--- config.mk ---
export PLATFORM = sky130hd
export DESIGN_NAME = snake_step_ctrl
export DESIGN_NICKNAME = d
export VERILOG_FILES = /design/src/rtl/snake_step_ctrl.sv
export SDC_FILE = /design/constraint.sdc
export NUM_CORES = 1
export LEC_CHECK = 0
export CAP_MARGIN = 10
export CELL_PAD_IN_SITES_DETAIL_PLACEMENT = 0
export CELL_PAD_IN_SITES_GLOBAL_PLACEMENT = 1
export CORE_MARGIN = 1
export CORE_UTILIZATION = 30
export CTS_BUF_LIST = sky130_fd_sc_hd__clkbuf_8
export DETAILED_ROUTE_END_ITERATION = 12
export GPL_TIMING_DRIVEN = 1
export PLACE_DENSITY = 0.69
export SYNTH_ARGS = -nofsm -noshare
export SYNTH_HDL_FRONTEND = slang
export SYNTH_SLANG_ARGS = --single-unit
--- constraint.sdc ---
create_clock -name snake_step_master_clk -period 3.1 [get_ports snake_step_master_clk]
set_clock_uncertainty 0.15 [all_clocks]
set_input_delay 0.465 -clock snake_step_master_clk [delete_from_list [all_inputs] [get_ports snake_step_master_clk]]
set_output_delay 0.465 -clock snake_step_master_clk [all_outputs]
set_load 0.01 [all_outputs]
--- src/rtl/snake_step_ctrl.sv ---
// Snake game-step sequencer: applies direction, shifts the body RAM one segment per
// cycle with self-collision check, writes the new head, and tracks length/score/game-over.
module snake_step_ctrl #(
  parameter int GRID_W   = 40,
  parameter int GRID_H   = 30,
  parameter int XW       = 6,
  parameter int YW       = 5,
  parameter int LW       = 6,
  parameter int MAX_LEN  = 63,
  parameter int INIT_LEN = 3
) (
  input  logic              snake_step_master_clk,
  input  logic              snake_step_reset_n,
  input  logic              snake_step_tick,
  input  logic              snake_step_restart,
  input  logic              snake_step_dir_valid,
  input  logic [1:0]        snake_step_dir,
  input  logic              snake_step_food_valid,
  input  logic [XW-1:0]     snake_step_food_x,
  input  logic [YW-1:0]     snake_step_food_y,
  output logic [LW-1:0]     snake_step_seg_addr,
  input  logic [XW+YW-1:0]  snake_step_seg_rdata,
  output logic              snake_step_seg_we,
  output logic [XW+YW-1:0]  snake_step_seg_wdata,
  output logic [XW-1:0]     snake_step_head_x,
  output logic [YW-1:0]     snake_step_head_y,
  output logic [LW-1:0]     snake_step_length,
  output logic [7:0]        snake_step_score,
  output logic              snake_step_food_eaten,
  output logic              snake_step_game_over,
  output logic              snake_step_busy
);

  typedef enum logic [2:0] {S_INIT, S_IDLE, S_CALC, S_SHIFT, S_HEAD, S_OVER} state_t;

  localparam logic [1:0]    D_UP    = 2'b00;
  localparam logic [1:0]    D_DOWN  = 2'b01;
  localparam logic [1:0]    D_LEFT  = 2'b10;
  localparam logic [1:0]    D_RIGHT = 2'b11;
  localparam logic [XW-1:0] CX      = XW'(GRID_W / 2);
  localparam logic [YW-1:0] CY      = YW'(GRID_H / 2);
  localparam logic [XW-1:0] XMAX    = XW'(GRID_W - 1);
  localparam logic [YW-1:0] YMAX    = YW'(GRID_H - 1);
  localparam logic [LW-1:0] LINIT   = LW'(INIT_LEN);
  localparam logic [LW-1:0] LMAX    = LW'(MAX_LEN);

  state_t            state;
  logic [1:0]        cur_dir, pend_dir;
  logic [LW-1:0]     cnt, last;
  logic [XW-1:0]     nh_x, step_x;
  logic [YW-1:0]     nh_y, step_y;
  logic              grow, eat, hit;
  logic              off_grid, food_hit, grow_c, rd_match, dir_ok;
  logic [XW+YW-1:0]  wdata_q;

  always_comb begin
    step_x   = snake_step_head_x;
    step_y   = snake_step_head_y;
    off_grid = 1'b0;
    case (pend_dir)
      D_UP:    begin off_grid = (snake_step_head_y == '0);   step_y = snake_step_head_y - YW'(1); end
      D_DOWN:  begin off_grid = (snake_step_head_y == YMAX); step_y = snake_step_head_y + YW'(1); end
      D_LEFT:  begin off_grid = (snake_step_head_x == '0);   step_x = snake_step_head_x - XW'(1); end
      default: begin off_grid = (snake_step_head_x == XMAX); step_x = snake_step_head_x + XW'(1); end
    endcase
  end

  assign food_hit = snake_step_food_valid && (step_x == snake_step_food_x) &&
                    (step_y == snake_step_food_y);
  assign grow_c   = food_hit && (snake_step_length < LMAX);
  assign dir_ok   = snake_step_dir_valid && (snake_step_dir != (cur_dir ^ 2'b01));
  // Body walk runs head-to-tail on a read-first RAM: the write at addr a carries the
  // old seg[a-1] read the cycle before, so every old value is read before it is overwritten.
  assign rd_match = snake_step_seg_we && (snake_step_seg_rdata == {nh_x, nh_y});
  assign snake_step_busy      = !(state == S_IDLE || state == S_OVER);
  assign snake_step_seg_wdata = (state == S_SHIFT) ? snake_step_seg_rdata : wdata_q;

  always_ff @(posedge snake_step_master_clk or negedge snake_step_reset_n) begin
    if (!snake_step_reset_n) begin
      state <= S_INIT;  cnt <= '0;  last <= '0;
      cur_dir <= D_RIGHT;  pend_dir <= D_RIGHT;
      snake_step_head_x <= CX;  snake_step_head_y <= CY;
      snake_step_length <= LINIT;  snake_step_score <= '0;
      snake_step_seg_we <= 1'b0;  snake_step_seg_addr <= '0;  wdata_q <= '0;
      snake_step_food_eaten <= 1'b0;  snake_step_game_over <= 1'b0;
      nh_x <= '0;  nh_y <= '0;  grow <= 1'b0;  eat <= 1'b0;  hit <= 1'b0;
    end else if (snake_step_restart) begin
      state <= S_INIT;  cnt <= '0;  last <= '0;
      cur_dir <= D_RIGHT;  pend_dir <= D_RIGHT;
      snake_step_head_x <= CX;  snake_step_head_y <= CY;
      snake_step_length <= LINIT;  snake_step_score <= '0;
      snake_step_seg_we <= 1'b0;  snake_step_seg_addr <= '0;  wdata_q <= '0;
      snake_step_food_eaten <= 1'b0;  snake_step_game_over <= 1'b0;
      nh_x <= '0;  nh_y <= '0;  grow <= 1'b0;  eat <= 1'b0;  hit <= 1'b0;
    end else begin
      snake_step_food_eaten <= 1'b0;
      if (dir_ok) pend_dir <= snake_step_dir;
      case (state)
        S_INIT: begin
          if (cnt < LINIT) begin
            snake_step_seg_we   <= 1'b1;
            snake_step_seg_addr <= cnt;
            wdata_q             <= {CX - XW'(cnt), CY};
            cnt                 <= cnt + LW'(1);
          end else begin
            snake_step_seg_we   <= 1'b0;
            snake_step_seg_addr <= '0;
            state               <= S_IDLE;
          end
        end
        S_IDLE: if (snake_step_tick) state <= S_CALC;
        S_CALC: begin
          cur_dir <= pend_dir;
          if (off_grid) begin
            snake_step_game_over <= 1'b1;
            state                <= S_OVER;
          end else begin
            nh_x <= step_x;  nh_y <= step_y;
            grow <= grow_c;  eat <= food_hit;  hit <= 1'b0;
            last <= grow_c ? snake_step_length : snake_step_length - LW'(1);
            cnt  <= '0;
            snake_step_seg_addr <= '0;
            snake_step_seg_we   <= 1'b0;
            state               <= S_SHIFT;
          end
        end
        S_SHIFT: begin
          if (rd_match) hit <= 1'b1;
          if (cnt == last) begin
            snake_step_seg_addr <= '0;
            snake_step_seg_we   <= !(hit || rd_match);
            wdata_q             <= {nh_x, nh_y};
            state               <= S_HEAD;
          end else begin
            cnt                 <= cnt + LW'(1);
            snake_step_seg_addr <= cnt + LW'(1);
            snake_step_seg_we   <= 1'b1;
          end
        end
        S_HEAD: begin
          snake_step_seg_we <= 1'b0;
          if (hit) begin
            snake_step_game_over <= 1'b1;
            state                <= S_OVER;
          end else begin
            snake_step_head_x     <= nh_x;
            snake_step_head_y     <= nh_y;
            snake_step_length     <= snake_step_length + LW'(grow);
            if (eat && snake_step_score != 8'hFF) snake_step_score <= snake_step_score + 8'd1;
            snake_step_food_eaten <= eat;
            state                 <= S_IDLE;
          end
        end
        S_OVER: ;
        default: state <= S_INIT;
      endcase
    end
  end

endmodule
Word-level counts from Yosys, hierarchy flattened
Cells that the tools add are included.

RAM bits: 0. Bits in latches: 0. Bits in registers: 78. Input bits: 30. Memories kept: 0. Logic and storage cells: 164. Output and inout port bits: 46. ROM bits: 0.

Multipliers: 0. Mux-type cells: 72. Div/mod/pow operators: 0. Shifts and indexed selects: 0. Eq/ne operators: 27. Bitwise gates (word level): 1. $lt $le $gt $ge: 2. Reduce and logical (&&, ||, !) cells: 34. Add/sub/neg operators: 9.

Operators by type and width (count): $mux 6 (20); $mux 11 (4); $pmux 6 s3 (2); $mux 8 (4); $mux 5 (6); $ne 3x3->1 const B (8); $pmux 11 s2 (1); $mux 1 (18); $mux 3 (6); $pmux 3 s6 (1); $add 6x1->6 const B (2); $eq 6x6->1 (2); $pmux 6 s2 (1); $reduce_and 3->1 (4); $sub 6x1->6 const B (2); $eq 11x11->1 (1); $pmux 5 s2 (1); $reduce_bool 3->1 (3); $add 8x1->8 const B (1); $mux 2 (4); $ne 8x8->1 const B (1); $reduce_and 2->1 (4); $reduce_and 4->1 (2); $reduce_bool 2->1 (4); other kinds (31) (43).

Logic depth before layout (Yosys ltp)
Gate-level depths: netlist of the first run.

Word-level depth: 11. Depth in mapped cells: 12. Depth with buffers taken out: 10.

Worst setup path before layout of the first run
No wires, ideal clock.

Path type: reg2reg. From: register pend_dir[1]. To: register last[0]. Cell stages (with the launch flop): 13. Setup time: 126 ps. Arrival time: 3007 ps. Slack: -183 ps. Buffers on the path: 2. Cell sequence: dfstp_2 -> buf_2 -> buf_6 -> inv_1 -> nand2_1 -> ha_1 -> and3_1 -> or3_1 -> a21oi_1 -> xnor2_1 -> nor4_4 -> nor4_1 -> a311o_1.

Cells in the longest elaborated chain, start to end: 11.

RTL lines: from (decl) (RTL line 48) `logic [1:0] cur_dir, pend_dir;`; from (signal assigned) (RTL line 97) `if (dir_ok) pend_dir <= snake_step_dir;`; $eq 2x1->1 or $logic_not 2->1 (tied branches) (RTL line 60) `case (pend_dir)`; $reduce_or 2->1 (no line); $pmux 6 s2 (RTL line 60); $eq 6x6->1 (RTL line 68) `assign food_hit = snake_step_food_valid && (step_x == snake_step_food_x) &&`; $logic_and 1x1->1 (2 in series) (RTL line 68); $logic_and 1x1->1 (RTL line 70) `assign grow_c = food_hit && (snake_step_length < LMAX);`; $mux 6 (RTL line 120) `last <= grow_c ? snake_step_length : snake_step_length - LW'(1);`; $mux 6 (RTL line 114) `if (off_grid) begin`; $mux 6 (RTL line 98) `case (state)`; $mux 6 (RTL line 87) `end else if (snake_step_restart) begin`; to (signal assigned) (RTL line 120); to (decl) (RTL line 49) `logic [LW-1:0] cnt, last;`.

Several ways; a longest one is shown, not always the timed one. The select of a mux whose other input is x is not followed. A chain may end at the register's enable or synchronous reset.

Worst setup path in the final report of the first run
From: register pend_dir[0]. To: register last[5].

The elaborated chain is that of the path after synthesis.

==> tab_implementation.tex, run 1 <==
\begin{tabular}{lr}
\hline
Metric & Value \\
\hline
\multicolumn{2}{l}{\textbf{Finish}} \\
\quad Non-Filler Instances & 847 \\
\quad Fin area & 6450 um2 \\
\quad Number of diodes & 0 \\
\quad Nets & 664 \\
\quad Layout area overhead & 26.9\% \\
\quad Filler Cell Count & 1,674 \\
\quad Proportion of layout cells with a drive suffix above 1 & 0.174 \\
\quad Post-route core utilization & 0.389 \\
\multicolumn{2}{l}{\textbf{Pwr}} \\
\quad Worst vdd rail ir drop & 0.224 mV \\
\quad Ratio of total power to cell area & 520 nW/um2 \\
\quad Share of total power in combinational logic & 0.392 \\
\quad Net switching power figure & 1.24 mW \\
\quad Standby leakage power & 2.67 nW \\
\quad Share of total power in the clock network & 0.224 \\
\quad Power Total & 3.35 mW \\
\quad Part of the power in registers & 0.384 \\
\quad Internal power & 2.12 mW \\
\quad Sw frac & 0.368 \\
\multicolumn{2}{l}{\textbf{Setup path}} \\
\quad Setup CP Type & reg2reg \\
\quad Max incr delay on CP & 570 ps \\
\quad Crit path max-delay cell type & dfstp\_2 \\
\quad Critical path, cell by cell & buf\_4 > nand2\_4 > fa\_2 > and3\_4 > or3\_4 > a21oi\_4 > xnor2\_4 > nor4\_4 > buf\_4 > or3\_1 > a311oi\_1 \\
\quad Arrival time of data at the critical path endpoint & 3280 ps \\
\quad Startpoint kind of the worst setup timing path & flop \\
\quad Critical path capture point type & flop \\
\quad Data required time at the worst endpoint & 3220 ps \\
\quad Critical-path maximum fanout & 7 \\
\quad Most common cell on crit path & buf\_4 \\
\multicolumn{2}{l}{\textbf{Yosys}} \\
\quad Post-synth top cells & 66 x dfrtp\_1, 64 x nor2\_1, 49 x nand2\_1 \\
\quad Asr flop ratio synth & 1.00 \\
\quad Cell types occupying the most area after synthesis & dfrtp\_1 32\%, xnor2\_1 6.7\%, dfstp\_2 6.2\% \\
\quad Synth Warn \# & 0 \\
\quad Post-synth EDFFs & 0 \\
\quad Seq/Total Area, Yosys & 0.387 \\
\quad Count of state elements after synthesis & 78 \\
\quad Share of the synthesized area in the top cell type & 0.325 \\
\quad Number of distinct library cells after synthesis & 71 \\
\quad Dominant cell by count in the synthesized netlist & dfrtp\_1 \\
\quad Syn\_nets & 582 \\
\quad Dominant synthesized flop cell & dfrtp\_1 \\
\quad Syn avg cell area & 9.41 um2 \\
\quad Post-synth top area cell & dfrtp\_1 \\
\quad Post-Synthesis Cells & 540 \\
\quad Cell area after technology mapping & 5080 um2 \\
\multicolumn{2}{l}{\textbf{Die}} \\
\quad Height of the die & 132 um \\
\quad Initial core utilization & 0.306 \\
\quad Width of the die & 132 um \\
\quad Standard cell core area & 16,600 um2 \\
\quad Row count & 47 \\
\quad IO Pins & 76 \\
\quad Overall die area & 17,500 um2 \\
\multicolumn{2}{l}{\textbf{Placed design}} \\
\quad Placed Cells & 821 \\
\quad IO buf count & 75 \\
\quad Post-placement cell area & 6100 um2 \\
\quad Worst Setup Slack post-DPL & -38.0 ps \\
\quad Global placement routability congestion & 0.826 \\
\quad DP HPWL & 10,100 um \\
\multicolumn{2}{l}{\textbf{Drt}} \\
\quad Starting DRT DRC Count & 200 \\
\quad Post-detailed-route via-to-cell ratio & 5.09 \\
\quad Total detailed-routing wirelength & 14,200 um \\
\quad DRC viols & 0 \\
\quad Mean routed wirelength per cell & 16.8 um \\
\quad Number of routed nets with antenna violations & 0 \\
\quad First-pass iteration count of the detailed router & 4 \\
\quad Vias & 4,308 \\
\multicolumn{2}{l}{\textbf{Run}} \\
\quad Max-capacitance violation count & 0 \\
\multicolumn{2}{l}{\textbf{STA}} \\
\quad Number of pins with negative max-slew slack in the final report & 0 \\
\quad Transition time of the tightest slew-check pin & 1050 ps \\
\quad Max Clk Rate & 317 MHz \\
\quad Final Critical Period & 3160 ps \\
\quad Headroom to the max-slew limit & 0.303 \\
\quad Count of endpoints failing setup in the final report & 5 \\
\quad Post-route setup slack & -57.2 ps \\
\quad Final cycle utilization of the critical path & 1.02 \\
\quad Final number of hold-violating endpoints & 0 \\
\quad Setup repair after global routing missed its margin & true \\
\quad Minimum hold slack & 91.3 ps \\
\quad Setup\_tns & -181 ps \\
\multicolumn{2}{l}{\textbf{Global route}} \\
\quad Overall fraction of global-route tracks in use & 0.172 \\
\quad Total congestion overflow after global routing & 0 \\
\quad Wire length of the first global-routing pass & 23,600 um \\
\quad Number of antenna violations at the first check in global routing & 0 \\
\quad Number of global-route vias before repair & 4,351 \\
\quad Largest net degree at the start of global routing & 79 \\
\multicolumn{2}{l}{\textbf{Status}} \\
\quad Violated checks & setup timing \\
\quad Status & finished, violations left \\
\multicolumn{2}{l}{\textbf{CTS}} \\
\quad Clock tree from TritonCTS & built \\
\quad Clock Pin Slew Worst Setup and Hold Paths & 90 ps \\
\quad Clock Latency Late Sink & 370 ps \\
\quad \# clock sinks & 78 \\
\quad Total CTS buffers & 9 \\
\quad Buffer cell driving the clock tree root & clkbuf\_8 \\
\quad Count of hold buffers inserted by post-cts repair & 0 \\
\quad H-tree Lvls & 3 \\
\quad Number of buffers between clock root and the deepest sink & 2 \\
\multicolumn{2}{l}{\textbf{Hold path}} \\
\quad Class of the worst hold path & in2async \\
\hline
\end{tabular}
==> power groups by stage <==
| stage | combinational (mW) | sequential [mW] | clock [mW] |
|---|---|---|---|
| 2_1_floorplan | 0.857 | 1.26 | 0 |
| 3_3_place_gp | 1.27 | 1.30 | 0 |
| 3_5_place_dp | 1.28 | 1.31 | 0 |
| 4_1_cts | 1.30 | 1.29 | 0.779 |
| 5_1_grt | 1.46 | 1.31 | 0.812 |
| 6_report | 1.31 | 1.29 | 0.751 |
==> path summary, 6_finish.rpt <==
path / from / end / slack, ps / depth (start not counted)
min: snake_step_reset_n / snake_step_score[6] / 90 / 1
max reg2reg: pend_dir[0] / last[5] / -60 / 11
max in group asynchronous: snake_step_reset_n / state[1] / 1930 / 1
min reg2reg: snake_step_seg_addr[5] / snake_step_seg_addr[5] / 350 / 1
max: pend_dir[0] / last[5] / -60 / 11
min in group snake_step_master_clk: snake_step_restart / snake_step_score[6] / 300 / 2
==> layout make-up <==
| cell class | instances | area, um2 | share of cell area |
|---|---|---|---|
| Multi-Input combinational cell | 410 | 2980 | 0.462 |
| Clock inverter | 7 | 57.6 | 0.00893 |
| Clock buffer | 9 | 124 | 0.0192 |
| Sequential cell | 78 | 1970 | 0.305 |
| Timing Repair Buffer | 107 | 983 | 0.153 |
| Inverter | 16 | 60.1 | 0.00931 |
| Tap cell | 220 | 275 | 0.0427 |
==> registers in the layout, summed over array words and instances, names as in the netlist, 3 cells and up <==
signal / flops
nh_y: 5
snake_step_score: 8
snake_step_length: 6
nh_x: 6
snake_step_head_x: 6
snake_step_seg_addr: 6
snake_step_head_y: 5
state: 3
wdata_q: 11
cnt: 6
last: 6
==> layout by cell type, fill, tap and decap left out, types with 17 or more instances in the layout <==
| cell | n |
|---|---|
| a21oi_1 | 17 |
| buf_4 | 33 |
| clkdlybuf4s50_1 | 73 |
| dfrtp_1 | 65 |
| inv_1 | 17 |
| mux2i_1 | 25 |
| nand2_1 | 47 |
| nand3_1 | 19 |
| nor2_1 | 64 |
| xnor2_1 | 38 |
| xor2_1 | 19 |
==> worst max-delay path, delay by kind of cell (launching register included) <==
| kind | cells | cell delay [ps] |
|---|---|---|
| AOI/OAI and AO/OA | 2 | 480 |
| xor gates and xnor gates | 1 | 190 |
| adders and majority gates | 1 | 350 |
| buffers and inverters | 2 | 280 |
| DFF | 1 | 570 |
| and+or+nand+nor | 5 | 1010 |
==> kinds of logic after synthesis <==
kind of cell | count (synthesis) | share of synthesized area
compound gates | 94 | 0.133
flops | 78 | 0.387
mux | 39 | 0.0800
buf+inv | 52 | 0.0502
xor+xnor | 60 | 0.109
simple gates | 205 | 0.210
fa+ha+maj | 12 | 0.0310
==> layer usage <==
metal	up-vias	wire length (um)	track usage	share of wire
li1	2088	-	-	-
met1	2094	6810	0.228	0.48
met2	105	6420	0.272	0.45
met3	21	715	0.0446	0.050
met4	0	283	0.0523	0.020
met5	-	0	0	0
==> what timing repair did <==
action | in CTS | in global routing
endpoints found under the setup margin | 15 | 21
setup buffers | 8 | 2
gates cloned | 0 | 0
pin swaps | 9 | 15
resized for setup | 9 | 16
(Power assumes the default switching activity.)
==> run 2: changes to the inputs <==
CTS_CLUSTER_DIAMETER = 150   (was default)
DONT_BUFFER_PORTS = 1   (was default)
PLACE_DENSITY = 0.61   (was 0.69)
==> run 2 against run 1 <==
Die area unchanged. Sequential power grew 3%. Critical path type unchanged. Sequential share of layout area grew 3.4 points. Clock power up 4.7%. Via count shrank 5.3%. Setup slack improved by 40 ps. Combinational power shrank 15%. The run still ends with setup timing left. Routed wire length up 4.8%. Hold slack got worse by 47 ps. Clock-buffer cell count increased by 1. Design area shrank 10%.
==> tab_implementation.tex, run 2 (synthesis results as in run 1) <==
\begin{tabular}{lr}
\hline
Metric & Value \\
\hline
\multicolumn{2}{l}{\textbf{Placed design}} \\
\quad DP HPWL & 10,300 um (+1.5\%) \\
\quad Post-placement cell area & 5360 um2 (-12\%) \\
\quad Global placement routability congestion & 0.809 (-2.0\%) \\
\quad Worst Setup Slack post-DPL & -54.1 ps (-16.1 ps) \\
\quad IO buf count & 0 (-100\%) \\
\multicolumn{2}{l}{\textbf{Finish}} \\
\quad Number of diodes & 0 (unchanged) \\
\quad Most common library cell in the layout ignoring fill and taps & dfrtp\_1 \\
\quad Fin area & 5800 um2 (-10\%) \\
\quad Largest registers in the final layout & wdata\_q: 11 flops, snake\_step\_score: 8 flops \\
\quad Layout area overhead & 14.1\% \\
\quad Nets & 594 (-11\%) \\
\quad Max reg flops & 11 (unchanged) \\
\quad Commonest cells after routing, fill and taps aside & 66 x dfrtp\_1, 64 x nor2\_1, 48 x nand2\_1 \\
\quad Top register by number of flip-flops & wdata\_q \\
\quad Proportion of layout cells with a drive suffix above 1 & 0.180 (+0.00569) \\
\multicolumn{2}{l}{\textbf{Setup path}} \\
\quad Critical path capture point type & flop \\
\quad Startpoint kind of the worst setup timing path & flop \\
\quad R2r endpoint & last[5] \\
\quad Critical-path maximum fanout & 7 (unchanged) \\
\quad Arrival time of data at the critical path endpoint & 3240 ps (-40 ps) \\
\quad Crit Reg-Reg Startpoint & pend\_dir[0] \\
\quad Setup CP Type & reg2reg \\
\quad Flop-to-flop setup slack & -20 ps (+40 ps) \\
\quad Data required time at the worst endpoint & 3220 ps (about the same) \\
\quad Length in cells of the worst reg-to-reg path & 10 (-1) \\
\multicolumn{2}{l}{\textbf{Drt}} \\
\quad Vias & 4,080 (-5.3\%) \\
\quad Number of routed nets with antenna violations & 0 (unchanged) \\
\quad First-pass iteration count of the detailed router & 5 (+1) \\
\quad Post-detailed-route via-to-cell ratio & 5.25 (+3.2\%) \\
\quad DRC viols & 0 (unchanged) \\
\quad Total detailed-routing wirelength & 14,900 um (+4.8\%) \\
\quad Starting DRT DRC Count & 387 (+94\%) \\
\quad Mean routed wirelength per cell & 19.2 um (+14\%) \\
\multicolumn{2}{l}{\textbf{Hold path}} \\
\quad Startpoint of the worst hold path & snake\_step\_restart \\
\quad Min-Delay Endpoint & cnt[3] \\
\quad Depth of the worst hold-timing path & 1 \\
\quad Class of the worst hold path & in2reg \\
\multicolumn{2}{l}{\textbf{CTS}} \\
\quad Clock tree from TritonCTS & built \\
\quad \# clock sinks & 78 (unchanged) \\
\quad Buffer cell driving the clock tree root & clkbuf\_8 \\
\quad Clock Pin Slew Worst Setup and Hold Paths & 80 ps (about the same) \\
\quad H-tree Lvls & 3 (unchanged) \\
\quad Number of buffers between clock root and the deepest sink & 2 (unchanged) \\
\quad Total CTS buffers & 9 (unchanged) \\
\quad Clock Latency Late Sink & 370 ps (about the same) \\
\multicolumn{2}{l}{\textbf{Die}} \\
\quad Initial core utilization & 0.306 (unchanged) \\
\quad Height of the die & 132 um (unchanged) \\
\quad Row count & 47 (unchanged) \\
\quad Standard cell core area & 16,600 um2 (unchanged) \\
\quad Overall die area & 17,500 um2 (unchanged) \\
\quad Width of the die & 132 um (unchanged) \\
\quad IO Pins & 76 (unchanged) \\
\multicolumn{2}{l}{\textbf{Pwr}} \\
\quad Share of total power in combinational logic & 0.344 (-0.048) \\
\quad Ratio of total power to cell area & 557 nW/um2 (+7.1\%) \\
\quad Net switching power figure & 1.22 mW (-0.87\%) \\
\quad Internal power & 2.01 mW (-5.3\%) \\
\quad Sw frac & 0.379 (+0.0108) \\
\quad Part of the power in registers & 0.413 (+0.029) \\
\quad Worst vdd rail ir drop & 0.271 mV (+21\%) \\
\quad Share of total power in the clock network & 0.243 (+0.019) \\
\quad Standby leakage power & 2.40 nW (-10\%) \\
\multicolumn{2}{l}{\textbf{STA}} \\
\quad Post-route setup slack & -17.0 ps (+40.1 ps) \\
\quad Final number of hold-violating endpoints & 0 (unchanged) \\
\quad Max Clk Rate & 321 MHz (+1.3\%) \\
\quad Final cycle utilization of the critical path & 1.01 (-0.0129) \\
\quad Count of endpoints failing setup in the final report & 2 (-3) \\
\quad Final Critical Period & 3120 ps (-40.1 ps) \\
\quad Minimum hold slack & 44.6 ps (-46.7 ps) \\
\quad Number of pins with negative max-slew slack in the final report & 0 (unchanged) \\
\quad Transition time of the tightest slew-check pin & 1110 ps (+66.0 ps) \\
\quad Headroom to the max-slew limit & 0.257 (-0.0464) \\
\quad Setup repair after global routing missed its margin & true \\
\multicolumn{2}{l}{\textbf{Global route}} \\
\quad Largest net degree at the start of global routing & 79 (unchanged) \\
\quad Overall fraction of global-route tracks in use & 0.178 (+0.00603) \\
\quad Total congestion overflow after global routing & 0 (unchanged) \\
\quad Wire length of the first global-routing pass & 23,700 um (+0.38\%) \\
\quad Number of antenna violations at the first check in global routing & 0 (unchanged) \\
\quad Number of global-route vias before repair & 4,137 (-4.9\%) \\
\multicolumn{2}{l}{\textbf{Status}} \\
\quad Status & finished, violations left \\
\quad Violated checks & setup timing \\
\multicolumn{2}{l}{\textbf{Run}} \\
\quad Max-capacitance violation count & 0 (unchanged) \\
\hline
\end{tabular}
==> run 2: power groups by stage <==
stage,sequential (mW),clock (mW),combinational [mW]
global route,1.35,0.851,1.24
global placement,1.35,0,1.02
floorplan,1.26,0,0.857
finish,1.33,0.786,1.11
detailed placement,1.35,0,1.03
CTS,1.33,0.804,1.09
==> run 2: stage by stage <==
step	power [mW]	util	setup TNS (ps)	cells
2_1_floorplan	2.12	-	0	540
3_3_place_gp	2.37	0.323	0	747
3_5_place_dp	2.38	0.323	-136	747
4_1_cts	3.22	0.341	0	772
5_1_grt	3.44	0.350	-439	777
6_report	3.23	0.350	-30.4	777
==> run 2: worst max path at each step <==
stage / start / endpoint / slack, ps
finish: pend_dir[0] / last[5] / -20
CTS: pend_dir[0] / last[0] / 9
floorplan: pend_dir[1] / last[0] / 5
detailed placement: pend_dir[1] / last[5] / -50
global route: pend_dir[0] / last[5] / -120
global placement: pend_dir[1] / last[5] / 70
==> run 2: repair_timing <==
item / 4_1_cts / 5_1_grt
gates cloned: 0 / 0
gates resized for setup: 0 / 18
hold endpoints to repair: 104 / 2
setup buffers: 0 / 5
pin swaps: 1 / 11
setup endpoints to repair: 3 / 12
hold buffers: 9 / 1
==> run 2: critical path, cell delays in order (launching register included) <==
cell,delay (ps)
dfstp_2,590
nand2_4,90
fa_2,400
and3_4,180
or3_4,370
a21oi_4,230
xnor2_4,180
nor4_4,70
buf_4,160
or3_1,340
a311oi_1,250
==> run 2: layout make-up <==
| cell class | count | area [um2] |
|---|---|---|
| clock inverter | 6 | 53.8 |
| sequential | 78 | 1970 |
| fill | 1713 | 10800 |
| timing repair buffer | 37 | 320 |
| tap | 220 | 275 |
| inverter | 16 | 60.1 |
| multi-input combinational | 410 | 2990 |
| clock buffer | 10 | 138 |
==> run 2: routing by layer <==
layer / vias to the layer above / wire length [um] / global-route usage
met4: 0 / 323 / 0.0678
met2: 107 / 7230 / 0.290
met5: - / 0 / 0
li1: 1945 / - / -
met3: 21 / 848 / 0.0423
met1: 2007 / 6520 / 0.226
==> run 3: changes to the inputs <==
CORE_MARGIN = 2   (was 1)
==> run 3 against run 2 <==
The flow still finishes with violations (setup timing). Combinational power about the same. Die area is 3.0% higher. Setup slack got worse by 8.8 ps. Hold slack got worse by 14 ps. Fmax down 0.28%. Global-route usage down 0.96 points. Clock-buffer cell count unchanged. Utilization shrank 0.28 points. Largest cell class unchanged.
==> tab_implementation.tex, run 3 (synthesis results as in run 1) <==
\begin{tabular}{lr}
\hline
Metric & Value \\
\hline
\multicolumn{2}{l}{\textbf{Status}} \\
\quad Status & finished, violations left \\
\quad Violated checks & setup timing \\
\multicolumn{2}{l}{\textbf{Global route}} \\
\quad Overall fraction of global-route tracks in use & 0.168 (-0.00960) \\
\quad Number of antenna violations at the first check in global routing & 0 (unchanged) \\
\quad Number of global-route vias before repair & 4,070 (-1.6\%) \\
\quad Wire length of the first global-routing pass & 23,100 um (-2.2\%) \\
\quad Largest net degree at the start of global routing & 79 (unchanged) \\
\quad Total congestion overflow after global routing & 0 (unchanged) \\
\multicolumn{2}{l}{\textbf{Setup path}} \\
\quad Setup CP Type & reg2reg \\
\quad Critical path capture point type & flop \\
\quad Launching instance or port of the critical path & pend\_dir[0] \\
\quad Critical-path maximum fanout & 5 (-2) \\
\quad Crit Reg-Reg Startpoint & pend\_dir[0] \\
\quad Data required time at the worst endpoint & 3210 ps (about the same) \\
\quad Arrival time of data at the critical path endpoint & 3230 ps (about the same) \\
\quad Startpoint kind of the worst setup timing path & flop \\
\quad Capture point of the critical path & last[0] \\
\quad R2r endpoint & last[0] \\
\quad Flop-to-flop setup slack & -30 ps (about the same) \\
\quad Length in cells of the worst reg-to-reg path & 9 (-1) \\
\multicolumn{2}{l}{\textbf{Placed design}} \\
\quad Worst Setup Slack post-DPL & -14.6 ps (+39.6 ps) \\
\quad DP HPWL & 10,300 um (+0.22\%) \\
\quad Post-placement cell area & 5400 um2 (+0.65\%) \\
\quad Global placement routability congestion & 0.791 (-2.2\%) \\
\quad IO buf count & 0 (unchanged) \\
\multicolumn{2}{l}{\textbf{Hold path}} \\
\quad Depth of the worst hold-timing path & 1 (unchanged) \\
\quad Class of the worst hold path & in2reg \\
\multicolumn{2}{l}{\textbf{Drt}} \\
\quad Starting DRT DRC Count & 272 (-30\%) \\
\quad Total detailed-routing wirelength & 14,600 um (-1.9\%) \\
\quad Post-detailed-route via-to-cell ratio & 5.20 (-1.0\%) \\
\quad Vias & 4,027 (-1.3\%) \\
\quad First-pass iteration count of the detailed router & 4 (-1) \\
\quad Number of routed nets with antenna violations & 0 (unchanged) \\
\quad Mean routed wirelength per cell & 18.9 um (-1.7\%) \\
\quad DRC viols & 0 (unchanged) \\
\multicolumn{2}{l}{\textbf{Pwr}} \\
\quad Ratio of total power to cell area & 562 nW/um2 (+0.87\%) \\
\quad Standby leakage power & 2.41 nW (+0.35\%) \\
\quad Worst vdd rail ir drop & 0.221 mV (-19\%) \\
\multicolumn{2}{l}{\textbf{Finish}} \\
\quad Largest registers in the final layout & wdata\_q: 11 flops, snake\_step\_score: 8 flops \\
\quad Top register by number of flip-flops & wdata\_q \\
\quad Proportion of layout cells with a drive suffix above 1 & 0.186 (+0.00605) \\
\quad Nets & 593 (-0.17\%) \\
\quad Most common library cell in the layout ignoring fill and taps & dfrtp\_1 \\
\quad Layout area overhead & 13.2\% \\
\quad Commonest cells after routing, fill and taps aside & 66 x dfrtp\_1, 64 x nor2\_1, 48 x nand2\_1 \\
\quad Max reg flops & 11 (unchanged) \\
\quad Fin area & 5750 um2 (-0.80\%) \\
\quad Number of diodes & 0 (unchanged) \\
\multicolumn{2}{l}{\textbf{STA}} \\
\quad Minimum hold slack & 30.9 ps (-13.7 ps) \\
\quad Final cycle utilization of the critical path & 1.01 (+0.00285) \\
\quad Setup\_tns & -56.4 ps (-26.0 ps) \\
\quad Transition time of the tightest slew-check pin & 911 ps (-201 ps) \\
\quad Number of pins with negative max-slew slack in the final report & 0 (unchanged) \\
\quad Final Critical Period & 3130 ps (+8.82 ps) \\
\quad Setup repair after global routing missed its margin & true \\
\quad Max Clk Rate & 320 MHz (-0.28\%) \\
\quad Headroom to the max-slew limit & 0.391 (+0.134) \\
\quad Final number of hold-violating endpoints & 0 (unchanged) \\
\quad Post-route setup slack & -25.9 ps (-8.82 ps) \\
\quad Count of endpoints failing setup in the final report & 3 (+1) \\
\multicolumn{2}{l}{\textbf{Die}} \\
\quad Height of the die & 134 um (+1.5\%) \\
\quad Overall die area & 18,000 um2 (+3.0\%) \\
\quad Row count & 47 (unchanged) \\
\quad Width of the die & 134 um (+1.5\%) \\
\quad Initial core utilization & 0.306 (unchanged) \\
\quad Standard cell core area & 16,600 um2 (unchanged) \\
\quad IO Pins & 76 (unchanged) \\
\multicolumn{2}{l}{\textbf{CTS}} \\
\quad H-tree Lvls & 3 (unchanged) \\
\quad Clock Latency Late Sink & 370 ps (about the same) \\
\quad Clock Pin Slew Worst Setup and Hold Paths & 90 ps (about the same) \\
\quad \# clock sinks & 78 (unchanged) \\
\quad Buffer cell driving the clock tree root & clkbuf\_8 \\
\quad Number of buffers between clock root and the deepest sink & 2 (unchanged) \\
\quad Total CTS buffers & 9 (unchanged) \\
\quad Clock tree from TritonCTS & built \\
\multicolumn{2}{l}{\textbf{Run}} \\
\quad Max-capacitance violation count & 0 (unchanged) \\
\hline
\end{tabular}
## run 3: changes by cell type in the layout (fill, tap and decap cells not counted), sizes merged
cell / before / now
dlygate4sd3: 9 / 3
inv: 16 / 15
buf: 28 / 33
## run 3: worst max-delay path: stages (launching register included)
cell	delay, ps
dfstp_2	570
nand2_2	100
fa_1	450
and3_1	190
or3_1	360
a21oi_2	210
xnor2_2	150
nor4_4	420
nor4_1	80
a311o_1	330
## run 3: how the worst min path moves through the flow
stage,start,endpoint,slack [ps]
6_report,snake_step_restart,nh_y[3],30
5_1_grt,snake_step_restart,nh_y[3],3
4_1_cts,snake_step_restart,nh_y[3],0.1
3_5_place_dp,snake_step_reset_n,wdata_q[8],20
3_3_place_gp,snake_step_reset_n,wdata_q[8],20
2_1_floorplan,snake_step_reset_n,cnt[0],20
## run 3: per-stage QoR
stage	total power [mW]	util	cells
after CTS	3.26	0.342	772
after global placement	2.40	0.325	750
final	3.23	0.347	775
after detailed placement	2.41	0.325	750
after global routing	3.45	0.347	775
after floorplan	2.12	-	540
## run 3: routing by layer
| layer | GRT usage | vias to the layer above | share of wire |
|---|---|---|---|
| met3 | 0.0416 | 23 | 0.057 |
| li1 | - | 1943 | - |
| met1 | 0.223 | 1962 | 0.45 |
| met4 | 0.0713 | 0 | 0.028 |
| met2 | 0.262 | 99 | 0.46 |
| met5 | 0 | - | 0 |
## run 3: repair_timing
item / in CTS / in global routing
pin swaps: 4 / 13
hold buffers: 5 / 0
gates resized for setup: 1 / 11
setup buffers: 2 / 3
endpoints found under the setup margin: 2 / 7
endpoints found under the hold margin: 108 / 0
## run 3: power breakdown
group | internal, mW | total, mW | switching (mW)
combinational | 0.474 | 1.12 | 0.648
clock | 0.384 | 0.782 | 0.398
sequential | 1.15 | 1.33 | 0.176
## run 3: layout make-up
class / count / area, um2
clock buffer: 10 / 138
clock inverter: 5 / 50.0
timing repair buffer: 36 / 323
inverter: 16 / 60.1
tap: 220 / 275
multi-input combinational: 410 / 2940
sequential: 78 / 1970
fill: 1723 / 10800
